`src/rtl/ammo_launcher_if.sv`:
```
// Projectile bus between the ammo launcher (master) and the obstacle block (slave).
// The launcher drives position/size; the obstacle block returns a registered hit pulse.
interface ammo_launcher_if;
  logic [9:0] ball_ammo_x;
  logic [9:0] ball_ammo_y;
  logic [9:0] ball_ammo_size;
  logic       bullet_hit;

  modport master (
    output ball_ammo_x,
    output ball_ammo_y,
    output ball_ammo_size,
    input  bullet_hit
  );

  modport slave (
    input  ball_ammo_x,
    input  ball_ammo_y,
    input  ball_ammo_size,
    output bullet_hit
  );
endinterface

```
`src/rtl/ammo_launcher.sv`:
```
// Player projectile source: launches on a fire edge, climbs once per frame, retires on hit/top,
// then paces the next shot. Define AMMO_RELOAD_EN to enable the magazine and RELOAD state.
module ammo_launcher #(
  parameter int BULLET_SPEED  = 8,
  parameter int BULLET_SIZE   = 4,
  parameter int Y_TOP         = 3,
  parameter int COOLDOWN      = 10,
  parameter int MAG_SIZE      = 6,
  parameter int RELOAD_FRAMES = 60
) (
  input  logic                  frame_clk,
  input  logic                  Reset_n,
  input  logic                  fire,
  input  logic                  game_over,
  input  logic                  start_screen,
  input  logic [9:0]            ship_x,
  input  logic [9:0]            ship_y,
  ammo_launcher_if.master       ammo_bus,
  output logic                  ammo_active,
  output logic [3:0]            ammo_left,
  output logic                  shot_fired
);

  localparam logic [9:0] LAUNCH_MIN = 10'(Y_TOP + BULLET_SIZE);
  localparam logic [9:0] TOP_LIMIT  = 10'(Y_TOP + BULLET_SPEED);
  localparam logic [9:0] SPEED      = 10'(BULLET_SPEED);
  localparam logic [9:0] SIZE       = 10'(BULLET_SIZE);
  // A zero cooldown still costs one frame before READY.
  localparam logic [9:0] COOL_LOAD  = (COOLDOWN == 0) ? 10'd0 : 10'(COOLDOWN - 1);
  localparam logic [3:0] MAG        = 4'(MAG_SIZE);

  typedef enum logic [1:0] {
    ST_READY    = 2'd0,
    ST_FLIGHT   = 2'd1,
    ST_COOLDOWN = 2'd2
`ifdef AMMO_RELOAD_EN
    ,ST_RELOAD  = 2'd3
`endif
  } state_t;

  state_t     state_q, state_d;
  logic [9:0] x_q, x_d;
  logic [9:0] y_q, y_d;
  logic [9:0] cnt_q, cnt_d;
  logic       active_q, active_d;
  logic       shot_q, shot_d;
  logic       fire_q, fire_d;
  logic       launch_req;
  logic       have_ammo;

`ifdef AMMO_RELOAD_EN
  localparam logic [9:0] RELOAD_LOAD = (RELOAD_FRAMES == 0) ? 10'd0 : 10'(RELOAD_FRAMES - 1);
  logic [3:0] ammo_q, ammo_d;
  assign have_ammo = (ammo_q != 4'd0);
  assign ammo_left = ammo_q;
`else
  assign have_ammo = 1'b1;
  assign ammo_left = MAG;
`endif

  assign launch_req = fire & ~fire_q;

  always_ff @(posedge frame_clk or negedge Reset_n) begin
    if (!Reset_n) begin
      state_q  <= ST_READY;
      x_q      <= '0;
      y_q      <= '0;
      cnt_q    <= '0;
      active_q <= 1'b0;
      shot_q   <= 1'b0;
      fire_q   <= 1'b0;
`ifdef AMMO_RELOAD_EN
      ammo_q   <= MAG;
`endif
    end else begin
      state_q  <= state_d;
      x_q      <= x_d;
      y_q      <= y_d;
      cnt_q    <= cnt_d;
      active_q <= active_d;
      shot_q   <= shot_d;
      fire_q   <= fire_d;
`ifdef AMMO_RELOAD_EN
      ammo_q   <= ammo_d;
`endif
    end
  end

  always_comb begin
    state_d  = state_q;
    x_d      = x_q;
    y_d      = y_q;
    cnt_d    = cnt_q;
    active_d = active_q;
    shot_d   = 1'b0;
    fire_d   = fire;
`ifdef AMMO_RELOAD_EN
    ammo_d   = ammo_q;
`endif
    if (game_over || start_screen) begin
      state_d  = ST_READY;
      x_d      = '0;
      y_d      = '0;
      cnt_d    = '0;
      active_d = 1'b0;
      fire_d   = 1'b0;
`ifdef AMMO_RELOAD_EN
      ammo_d   = MAG;
`endif
    end else begin
      case (state_q)
        ST_READY: begin
          if (launch_req && (ship_y >= LAUNCH_MIN) && have_ammo) begin
            state_d  = ST_FLIGHT;
            x_d      = ship_x;
            y_d      = ship_y - SIZE;
            active_d = 1'b1;
            shot_d   = 1'b1;
`ifdef AMMO_RELOAD_EN
            ammo_d   = ammo_q - 4'd1;
`endif
          end
        end
        ST_FLIGHT: begin
          // Compare before subtracting so the projectile never wraps past the top.
          if (ammo_bus.bullet_hit || (y_q < TOP_LIMIT)) begin
            x_d      = '0;
            y_d      = '0;
            active_d = 1'b0;
            state_d  = ST_COOLDOWN;
            cnt_d    = COOL_LOAD;
`ifdef AMMO_RELOAD_EN
            if (ammo_q == 4'd0) begin
              state_d = ST_RELOAD;
              cnt_d   = RELOAD_LOAD;
            end
`endif
          end else begin
            y_d = y_q - SPEED;
          end
        end
        ST_COOLDOWN: begin
          if (cnt_q == 10'd0) state_d = ST_READY;
          else                cnt_d   = cnt_q - 10'd1;
        end
`ifdef AMMO_RELOAD_EN
        ST_RELOAD: begin
          if (cnt_q == 10'd0) begin
            state_d = ST_READY;
            ammo_d  = MAG;
          end else begin
            cnt_d = cnt_q - 10'd1;
          end
        end
`endif
        default: state_d = ST_READY;
      endcase
    end
  end

  assign ammo_bus.ball_ammo_x    = x_q;
  assign ammo_bus.ball_ammo_y    = y_q;
  assign ammo_bus.ball_ammo_size = SIZE;
  assign ammo_active             = active_q;
  assign shot_fired              = shot_q;

endmodule

```
`src/flat_wrapper.sv`:
```
// flat-port wrapper written by rule: the top's interface ports become plain ports
module ammo_launcher_flat 
#(
  parameter int BULLET_SPEED  = 8,
  parameter int BULLET_SIZE   = 4,
  parameter int Y_TOP         = 3,
  parameter int COOLDOWN      = 10,
  parameter int MAG_SIZE      = 6,
  parameter int RELOAD_FRAMES = 60
)
  (frame_clk, Reset_n, fire, game_over, start_screen, ship_x, ship_y, ammo_active, ammo_left, shot_fired, ammo_bus_ball_ammo_x, ammo_bus_ball_ammo_y, ammo_bus_ball_ammo_size, ammo_bus_bullet_hit);
  ammo_launcher_if ammo_bus_i ();
  input  logic frame_clk;
  input  logic Reset_n;
  input  logic fire;
  input  logic game_over;
  input  logic start_screen;
  input  logic [9:0] ship_x;
  input  logic [9:0] ship_y;
  output logic ammo_active;
  output logic [3:0] ammo_left;
  output logic shot_fired;
  output wire logic [$bits(ammo_bus_i.ball_ammo_x)-1:0] ammo_bus_ball_ammo_x;
  output wire logic [$bits(ammo_bus_i.ball_ammo_y)-1:0] ammo_bus_ball_ammo_y;
  output wire logic [$bits(ammo_bus_i.ball_ammo_size)-1:0] ammo_bus_ball_ammo_size;
  input wire logic [$bits(ammo_bus_i.bullet_hit)-1:0] ammo_bus_bullet_hit;
  assign ammo_bus_ball_ammo_x = ammo_bus_i.ball_ammo_x;
  assign ammo_bus_ball_ammo_y = ammo_bus_i.ball_ammo_y;
  assign ammo_bus_ball_ammo_size = ammo_bus_i.ball_ammo_size;
  assign ammo_bus_i.bullet_hit = ammo_bus_bullet_hit;
  ammo_launcher #(.BULLET_SPEED(BULLET_SPEED), .BULLET_SIZE(BULLET_SIZE), .Y_TOP(Y_TOP), .COOLDOWN(COOLDOWN), .MAG_SIZE(MAG_SIZE), .RELOAD_FRAMES(RELOAD_FRAMES)) u_core (.frame_clk(frame_clk), .Reset_n(Reset_n), .fire(fire), .game_over(game_over), .start_screen(start_screen), .ship_x(ship_x), .ship_y(ship_y), .ammo_bus(ammo_bus_i), .ammo_active(ammo_active), .ammo_left(ammo_left), .shot_fired(shot_fired));
endmodule
```
`config.mk`:
```
export PLATFORM = sky130hd
export DESIGN_NAME = ammo_launcher_flat
export DESIGN_NICKNAME = d
export VERILOG_FILES = /design/src/rtl/ammo_launcher_if.sv /design/src/rtl/ammo_launcher.sv /design/src/flat_wrapper.sv
export SDC_FILE = /design/constraint.sdc
export NUM_CORES = 1
export LEC_CHECK = 0
export ABC_AREA = 1
export ABC_CLOCK_PERIOD_IN_PS = 2200
export CAP_MARGIN = 10
export CORE_MARGIN = 2
export CORE_UTILIZATION = 45
export CTS_BUF_LIST = sky130_fd_sc_hd__clkbuf_16
export DETAILED_ROUTE_END_ITERATION = 8
export DONT_BUFFER_PORTS = 1
export PLACE_DENSITY = 0.56
export SLEW_MARGIN = 20
export SYNTH_ARGS = -nofsm -noshare
export SYNTH_HDL_FRONTEND = slang
export SYNTH_SLANG_ARGS = --single-unit
```
`constraint.sdc`:
```
create_clock -name frame_clk -period 2.2 [get_ports frame_clk]
set_input_delay 0.22 -clock frame_clk [delete_from_list [all_inputs] [get_ports frame_clk]]
set_output_delay 0.22 -clock frame_clk [all_outputs]
set_load 0.01 [all_outputs]
```
==> results.tsv <==
metric	value	unit
First DRT Iteration DRCs	34	
Tcrit/Tclk final	78.3	%
design area	0.00271	mm2
Sequential cell area	876	um2
DRC violations left	0	
vias in the first global route	1967	
final setup fails	0	
average size of a mapped cell	7.08	um2
setup bufs post-CTS	0	
routed via count	2068	
Root Buffer	clkbuf_16	
Cell Chain, Critical Path	inv_1 > ha_1 > buf_4 > nor2_4 > nand2_2 > a21boi_4 > nand3_1 > nand2_1	
final wirelength	5.31	mm
leading area contributor after synthesis	dfrtp_1	
Core Area	0.00547	mm2
Post-synth top cells	127 x nand2_1, 39 x nor2_1, 35 x dfrtp_1, 35 x inv_1, 25 x nand3_1	
CP max stage delay	400	ps
Achievable Freq	580	MHz
total negative slack	0	ps
dominant synthesized flop cell	dfrtp_1	
crit path launch type	flop	
status	complete, no violations	
skew final	5.74	ps
filler cell count	546	
Final Critical Period	1720	ps
Tot Pwr	1750	uW
Final #Nets	398	
# hold bufs at CTS	2	
GRT Util Overall	18.2	%
Worst-path clk slew	60	ps
clock sinks	35	
Die Ht	79.2	um
Final WS setup	476	ps
crit path max fanout	14	
top area cells in the synthesized netlist	dfrtp_1 34%, nand2_1 19%, nor2_1 5.8%, inv_1 5.2%, ha_1 4.9%	
diode count	0	
port bufs	0	
share of the synthesized area in the top cell type	34.4	%
Worst VDD drop	363	uV
post-synthesis cell type count	34	
layout cells sized above 1	11.3	%
Fin. Hold Viols	0	
Die Area	0.00627	mm2
first-pass detailed-route iteration total	5	
Inst Count DP	425	
DP Worst Slack	469	ps
Async SR Flop Fraction	100	%
placed instance area	0.00253	mm2
Post-synth EDFFs	0	
Static Leakage	0.00152	uW
critical path class	reg2reg	
Final Slew Violations	0	
PwrDens	647	mW/mm2
Final Wtd Congestion	0.779	
Remaining Overflow, GRT	0	
most frequent cell after synthesis	nand2_1	
worst-skew pair later-pin latency	280	ps
area grow syn2layout	6.45	%
largest net degree at the start of global routing	36	
Critical-path top delay cell	a21boi_4	
wire per inst	12.2	um
PostCTS Resize Cnt	0	
Final HPWL DP	3.92	mm
Hold Crit Class	in2reg	
RSZ-0062 raised after global routing	false	
H-tree depth	2	
multi-input logic area	0.00139	mm2
DRT antenna net count	0	
YS warnings	0	
IO Pins	62	
Initial Util	46.5	%
Worst EP arrival	1940	ps
max cap viols	0	
Critical Path End Type	flop	
detailed-route vias per instance	4.75	
CTS tree	built	
CTS Buf Count	5	
FP Rows	27	
post-synthesis cell count	359	
Worst Path Required	2420	ps
Mapped Area	0.00254	mm2
fin cells	435	
CTS Buffer Depth	2	
Seq cells post-synth	35	
Die Span X	79.2	um
register area share after synthesis	34.4	%
initial antenna violation count	0	
first-pass GRT wire length	9.06	mm
per-stage QoR:
step | hold slack (ps) | util (%)
3_5_place_dp | -74.7 | 46.3
4_1_cts | 74.4 | 49.5
6_report | 79.9 | 49.5
3_3_place_gp | -74.8 | 46.3
5_1_grt | 90.7 | 49.5
2_1_floorplan | -75.6 | -
flip-flops by register name, indices dropped and copies added, names as in the netlist:
signal and count:
u_core.ammo_bus.ball_ammo_x 10, u_core.ammo_bus.ball_ammo_y 10, u_core.cnt_q 10, u_core.state_q 2, u_core.ammo_active 1, u_core.fire_q 1, u_core.shot_fired 1
cells in the final DEF, fill, tap and decap left out, types with 2 or more instances in the layout:
| cell | netlist | layout |
|---|---|---|
| nand2_2 | 2 | 2 |
| o22ai_1 | 2 | 2 |
| inv_1 | 35 | 36 |
| clkbuf_16 | 0 | 5 |
| inv_2 | 3 | 3 |
| buf_4 | 14 | 4 |
| nand4_1 | 7 | 7 |
| xnor2_1 | 3 | 3 |
| nor3_1 | 4 | 4 |
| nand3_1 | 25 | 25 |
| nand2_4 | 3 | 3 |
| nor2_2 | 6 | 6 |
| nor2_4 | 3 | 3 |
| xor2_1 | 4 | 4 |
| dfrtp_1 | 35 | 35 |
| o21ai_0 | 11 | 11 |
| nor2_1 | 39 | 39 |
| nand3_2 | 5 | 5 |
| ha_1 | 10 | 10 |
| nand2_1 | 127 | 127 |
| conb_1 | 2 | 14 |
power by group:
part | switching, uW | internal [uW] | leakage [uW]
clock network | 271 | 413 | 0.0000710
logic | 223 | 118 | 0.000968
registers | 48.1 | 679 | 0.000476
total | 542 | 1210 | 0.00152
kinds of logic after synthesis:
logic type	after synthesis	synth area share, %
and+or+nand+nor	226	40.7
buffers and inverters	61	12.6
DFF	35	34.4
AOI/OAI and AO/OA	18	4.53
adders and majority gates	10	4.92
xor gates and xnor gates	7	2.41
other	2	0.295
metal layers:
| layer | global-route usage, % | vias up | wire length, um |
|---|---|---|---|
| li1 | - | 1091 | - |
| met2 | 31.1 | 45 | 2520 |
| met3 | 4.32 | 5 | 260 |
| met1 | 23.2 | 927 | 2490 |
| met5 | 0 | - | 0 |
| met4 | 4.48 | 0 | 38 |
worst paths after layout:
check / from / end / slack (ps) / cells after the start
max: u_core.state_q[1] / u_core.ammo_bus.ball_ammo_x[3] / 480 / 8
min: fire / u_core.fire_q / 80 / 2
max reg2reg: u_core.state_q[1] / u_core.ammo_bus.ball_ammo_x[3] / 480 / 8
min reg2reg: u_core.cnt_q[7] / u_core.cnt_q[7] / 490 / 2
max in group asynchronous: Reset_n / u_core.cnt_q[7] / 1620 / 2
min in group asynchronous: Reset_n / u_core.ammo_bus.ball_ammo_y[6] / 400 / 2
worst max-delay path, delay by kind of cell (launching register included):
kind / cells / cell delay (ps)
AO/OA/AOI/OAI: 1 / 400
adder cells (fa/ha/maj): 1 / 190
buffers and inverters: 2 / 280
flip-flops: 1 / 390
AND/OR/NAND/NOR: 4 / 390
final cells by class:
cell class                      instances  share of cell area, %
Multi-Input combinational cell        275                   51.4
Sequential cell                        35                   32.4
Inverter                               39                   5.50
Clock buffer                            5                   4.62
Tap cell                               72                   3.33
Timing Repair Buffer                    6                   2.22
Clock inverter                          3                  0.601
Note: power is estimated with default switching activity, not from simulation.
